**src/rtl/tcb_arbiter.sv**
```systemverilog
// tcb_arbiter: round-robin arbiter sharing one TCB subordinate between
// MAN_N TCB managers. The request path is combinational (same-cycle grant).
// Read responses return to the issuing manager DLY cycles later. A small
// ownership pipeline tracks which manager each response belongs to.
// Optional build macro: TCB_ARB_LOCK_EN enables locked (atomic) sequences
// driven by man_lck.
`timescale 1ns/1ps

module tcb_arbiter #(
  parameter int MAN_N = 2,
  parameter int ABW   = 32,
  parameter int DBW   = 32,
  parameter int BEW   = DBW/8,
  parameter int DLY   = 1
)(
  input  logic                 clk,
  input  logic                 rst,
  input  logic [MAN_N-1:0]     man_vld,
  output logic [MAN_N-1:0]     man_rdy,
  input  logic [MAN_N-1:0]     man_wen,
  input  logic [MAN_N*ABW-1:0] man_adr,
  input  logic [MAN_N*3-1:0]   man_siz,
  input  logic [MAN_N*BEW-1:0] man_ben,
  input  logic [MAN_N*DBW-1:0] man_wdt,
  input  logic [MAN_N-1:0]     man_lck,
  output logic [MAN_N*DBW-1:0] man_rdt,
  output logic [MAN_N-1:0]     man_err,
  output logic                 sub_vld,
  input  logic                 sub_rdy,
  output logic                 sub_wen,
  output logic [ABW-1:0]       sub_adr,
  output logic [2:0]           sub_siz,
  output logic [BEW-1:0]       sub_ben,
  output logic [DBW-1:0]       sub_wdt,
  input  logic [DBW-1:0]       sub_rdt,
  input  logic                 sub_err
);

  localparam int IW  = (MAN_N > 1) ? $clog2(MAN_N) : 1;
  localparam int IW1 = IW + 1;

  // arbitration state
  logic [IW-1:0]    r_ptr;
  logic [IW-1:0]    r_gidx;
  logic             r_hld;
`ifdef TCB_ARB_LOCK_EN
  logic             r_lk;
`endif

  // grant and handshake
  logic             w_gnt_vld;
  logic [IW-1:0]    w_gnt_idx;
  logic [MAN_N-1:0] w_gnt;
  logic             w_xfer;
  logic             w_stall;
  logic [IW-1:0]    w_ptr_nxt;

  // response owner at the output end of the ownership pipeline
  logic             w_own_vld;
  logic [IW-1:0]    w_own_idx;

  // (base + ofs) mod MAN_N, valid for base, ofs < MAN_N
  function automatic logic [IW-1:0] wrap_add(input logic [IW-1:0] base,
                                             input logic [IW-1:0] ofs);
    logic [IW1-1:0] sum;
    sum = {1'b0, base} + {1'b0, ofs};
    sum = (sum >= IW1'(MAN_N)) ? (sum - IW1'(MAN_N)) : sum;
    return sum[IW-1:0];
  endfunction

  // Select the granted manager: held index during a stall, locked owner, else round-robin from ptr
  always_comb begin
    w_gnt_vld = 1'b0;
    w_gnt_idx = '0;
    if (r_hld) begin
      w_gnt_idx = r_gidx;
      w_gnt_vld = man_vld[r_gidx];
    end
`ifdef TCB_ARB_LOCK_EN
    else if (r_lk) begin
      w_gnt_idx = r_ptr;
      w_gnt_vld = man_vld[r_ptr];
    end
`endif
    else begin
      // scan from lowest priority to highest so the candidate closest to ptr wins
      for (int k = MAN_N-1; k >= 0; k--) begin
        w_gnt_idx = man_vld[wrap_add(r_ptr, IW'(k))] ? wrap_add(r_ptr, IW'(k)) : w_gnt_idx;
      end
      w_gnt_vld = |man_vld;
    end
  end

  // One-hot grant vector derived from the granted index
  always_comb begin
    w_gnt = '0;
    if (w_gnt_vld) begin
      w_gnt = MAN_N'(1) << w_gnt_idx;
    end else begin
      w_gnt = '0;
    end
  end

  assign w_xfer    = w_gnt_vld & sub_rdy;
  assign w_stall   = w_gnt_vld & ~sub_rdy;
  assign w_ptr_nxt = wrap_add(w_gnt_idx, IW'(1));
  assign man_rdy   = w_gnt & {MAN_N{sub_rdy & ~rst}};

  // Route the granted manager's request fields to the subordinate port
  always_comb begin
    sub_vld = w_gnt_vld;
    sub_wen = 1'b0;
    sub_adr = '0;
    sub_siz = 3'd0;
    sub_ben = '0;
    sub_wdt = '0;
    if (w_gnt_vld) begin
      sub_wen = man_wen[w_gnt_idx];
      sub_adr = man_adr[w_gnt_idx*ABW +: ABW];
      sub_siz = man_siz[w_gnt_idx*3 +: 3];
      sub_ben = man_ben[w_gnt_idx*BEW +: BEW];
      sub_wdt = man_wdt[w_gnt_idx*DBW +: DBW];
    end else begin
      sub_wen = 1'b0;
    end
  end

  // Priority pointer, stall hold and (optionally) lock state
  always_ff @(posedge clk or posedge rst) begin
    if (rst) begin
      r_ptr  <= '0;
      r_gidx <= '0;
      r_hld  <= 1'b0;
`ifdef TCB_ARB_LOCK_EN
      r_lk   <= 1'b0;
`endif
    end else if (w_xfer) begin
      r_hld <= 1'b0;
`ifdef TCB_ARB_LOCK_EN
      if (man_lck[w_gnt_idx]) begin
        r_lk  <= 1'b1;
        r_ptr <= w_gnt_idx;
      end else begin
        r_lk  <= 1'b0;
        r_ptr <= w_ptr_nxt;
      end
`else
      r_ptr <= w_ptr_nxt;
`endif
    end else if (w_stall) begin
      r_hld  <= 1'b1;
      r_gidx <= w_gnt_idx;
    end else begin
      // idle, or the held manager withdrew its request: release the hold
      r_hld <= 1'b0;
    end
  end

`ifndef TCB_ARB_LOCK_EN
  logic w_unused_lck;
  assign w_unused_lck = ^man_lck;
`endif

  generate
    if (DLY == 0) begin : g_own_comb
      assign w_own_vld = w_xfer & ~sub_wen;
      assign w_own_idx = w_gnt_idx;
    end else begin : g_own_pipe
      logic [DLY-1:0] r_pv;
      logic [IW-1:0]  r_pi [DLY];

      // Shift read ownership {valid, index} down the DLY-deep pipeline
      always_ff @(posedge clk or posedge rst) begin
        if (rst) begin
          r_pv <= '0;
          for (int s = 0; s < DLY; s++) begin
            r_pi[s] <= '0;
          end
        end else begin
          r_pv[0] <= w_xfer & ~sub_wen;
          r_pi[0] <= w_gnt_idx;
          for (int s = 1; s < DLY; s++) begin
            r_pv[s] <= r_pv[s-1];
            r_pi[s] <= r_pi[s-1];
          end
        end
      end

      assign w_own_vld = r_pv[DLY-1];
      assign w_own_idx = r_pi[DLY-1];
    end
  endgenerate

  // Deliver the subordinate response to its owner only; everyone else sees zero
  always_comb begin
    man_rdt = '0;
    man_err = '0;
    if (w_own_vld && !rst) begin
      man_rdt[w_own_idx*DBW +: DBW] = sub_rdt;
      man_err[w_own_idx]            = sub_err;
    end else begin
      man_rdt = '0;
      man_err = '0;
    end
  end

endmodule

```
**config.mk**
```make
export PLATFORM = sky130hd
export DESIGN_NAME = tcb_arbiter
export DESIGN_NICKNAME = d
export VERILOG_FILES = /design/src/rtl/tcb_arbiter.sv
export SDC_FILE = /design/constraint.sdc
export NUM_CORES = 1
export LEC_CHECK = 0
export BUFFER_PORTS_ARGS = -buffer_cell sky130_fd_sc_hd__buf_4
export CAP_MARGIN = 20
export CORE_AREA = 5 5 123 125
export DETAILED_ROUTE_END_ITERATION = 7
export DIE_AREA = 0 0 128 130
export PLACE_DENSITY = 0.48
export REMOVE_ABC_BUFFERS = 1
export SLEW_MARGIN = 0
export SYNTH_ARGS = -nofsm -noshare
export SYNTH_HDL_FRONTEND = slang
export SYNTH_SLANG_ARGS = --single-unit
```
**constraint.sdc**
```tcl
create_clock -name clk -period 2.38 [get_ports clk]
set_input_delay 0.476 -clock clk [delete_from_list [all_inputs] [get_ports clk]]
set_output_delay 0.476 -clock clk [all_outputs]
set_load 0.03 [all_outputs]
```
==> run metrics <==
iteration-0 DRC count of the detailed router 23; CTS Buf Count 3; crit path launch r_hld$_DFF_PP0_; Setup crit end kind primary output; type of the worst setup path reg -> out; Routed WL 11800 um; #FFs+latches synth 5; PD cells 454 nW/um2; remaining antenna violation count 0; Data arrival, critical path 1.79 ns; max cap viols 0; RR Startpoint r_hld$_DFF_PP0_; Root Driver clkbuf_16; Reg2Reg Depth 4; Worst setup SP type register; wire per inst 17.3 um; Die Height 130 um; nets@finish 691; H-Tree Depth 1; global-route wire length before repair 16100 um; GR Overflow Total 0; P&R area growth vs syn 187%; average vias per placed instance 4.07; drt pass-1 iters 4; Setup-failing EPs final 0; routed vias 2792; GR peak layer met2; RSZ-0062 raised after global routing false; fill count 1471; row count 43; Die Wd 128 um; I/O pin count 325; met3 global-route usage 4.26%; Synth Area per Inst 7.79 um2; largest net degree at the start of global routing 66; clk sinks 5; CTS tree done; number of buffers added on ports 322; Yosys warnings 0; Final period util 95.2%; RePlAce Congestion 0.891; Hold Path Class in -> async; CTS clk-pin slew, worst paths 0.03 ns; Hold Buf Count CTS 0; dpl cells 680; M2 GR Usage 24.5%; Starting Density 10.6%; # diodes 0; outcome finished clean; initial antenna violation count 0; clk_lat worst skew 0.22 ns; post_cts resized 0; crit path time final 2.27 ns; Leakage Power 2.35 nW; DR DRC count 0; DP HPWL 10600 um; Fin. Hold Viols 0; grt met1 use 12.2%; Cells after Synth 188; total global-route track usage 12.1%; Slew headroom 80.1%; Slew Limit Fails 0; Critical Path RT 1.90 ns; Clock Path Buffers 2; post-synthesis sequential area ratio 8.55%; vias in the first global route 2820; die area 16600 um2; Least-Margin Pin Slew 0.298 ns; post-synthesis cell type count 22; Core Box Area 13800 um2; worst vdd ir 0.000169 V; Mapped Area 1460 um2; clk_skew 0.00167 ns; setup TNS 0 ns; share of layout cells above drive strength 1 67.8%; critical path fanouts, max 21; Finished Layout Cells 686; fmax 0.441 GHz
-- flip-flops by register name, indices dropped and copies added, names as in the netlist --
signal,count
r_gidx,1
g_own_pipe.r_pi,1
r_hld,1
g_own_pipe.r_pv,1
r_ptr,1
-- path summary, 6_finish.rpt --
check / endpoint / slack (ns)
min in group clk: r_hld$_DFF_PP0_ / 0.46
worst min register to register: r_ptr$_DFFE_PP0P_ / 0.52
worst max register to register: g_own_pipe.r_pv$_DFF_PP0_ / 1.14
max in group asynchronous: g_own_pipe.r_pi$_DFF_PP0_ / 2.02
worst max-delay path: man_rdy[1] / 0.11
worst min-delay path: r_gidx$_DFFE_PP0P_ / 0.25
-- repair_timing --
| action | 4_1_cts | 5_1_grt |
|---|---|---|
| setup endpoints to repair | 0 | 21 |
| endpoints found under the hold margin | 0 | 0 |
| buffers inserted | 0 | 1 |
-- layout by cell type (no fill, tap or decap) --
master / count
o22a_1: 1
nor2b_1: 2
o21a_1: 1
nand2b_1: 1
nor2_1: 1
a21oi_1: 1
nand2_1: 2
buf_4: 333
a21boi_4: 1
mux2i_1: 1
dfrtp_1: 5
inv_1: 1
clkbuf_1: 1
o211a_2: 1
buf_12: 2
clkbuf_16: 4
nor3b_2: 1
a22o_1: 72
and3_1: 4
and2_1: 66
o21ai_1: 1
inv_2: 1
a31oi_1: 3
-- power by group --
part	internal, W	switching (W)
combinational	0.000679	0.000839
sequential	0.000102	0.0000148
clock	0.000222	0.0000497
total	0.00100	0.000903
-- worst max-delay path, cell delays in order (launching register included) --
cell	delay, ns
dfrtp_1	0.41
inv_2	0.10
o21a_1	0.15
a21boi_4	0.23
buf_12	0.19
buf_4	0.16
and3_1	0.16
buf_4	0.16
-- through the flow --
step                instance area, um2  power, W  hold slack (ns)  setup slack [ns]  utilization (%)
detailed placement                4090   0.00164            0.484             0.189             29.7
CTS                               4160   0.00191            0.253            0.0370             30.2
global route                      4200   0.00200            0.279           0.00910             30.5
floorplan                         1310  0.000896            0.270             -1.90                -
global placement                  4090   0.00162            0.479             0.196             29.7
finish                            4200   0.00191            0.249             0.113             30.5
-- synthesized netlist by cell type --
library cell  count  area share (%)
inv_1             1            0.26
o21a_1            1            0.51
nor2_1            1            0.26
o211a_1           1            0.68
mux2i_1           1            0.68
and2_1           66              28
buf_6             8             6.2
clkbuf_1          6             1.5
dfrtp_1           5             8.5
a31oi_1           3             1.3
nand2_1           2            0.51
o22a_1            1            0.60
nand2b_1          1            0.43
and3_1            4             1.7
nor2b_1           2            0.85
a21boi_1          1            0.51
o21ai_1           1            0.34
inv_2             1            0.26
a21oi_1           1            0.34
nor3b_1           1            0.51
buf_2             8             2.7
a22o_1           72              43
-- cell families after synthesis --
logic type	count (synthesis)	synth area share, %
mux	1	0.684
flops	5	8.55
simple gates	77	32.5
compound gates	81	47.4
buf+inv	24	10.9
-- per-layer routing --
layer	part of all wire (%)	wire, um
met3	13	1550
met4	1.0	119
met5	0	0
met2	53	6320
met1	33	3860
-- final cells by class --
type,instances,area (um2),share of cell area (%)
inverters,2,7.51,0.179
well taps,180,225,5.37
multi-input cells,159,1190,28.5
clock buffers,4,78.8,1.88
flip-flops and latches,5,125,2.98
repair buffers,336,2560,61.1
(Power assumes the default switching activity.)
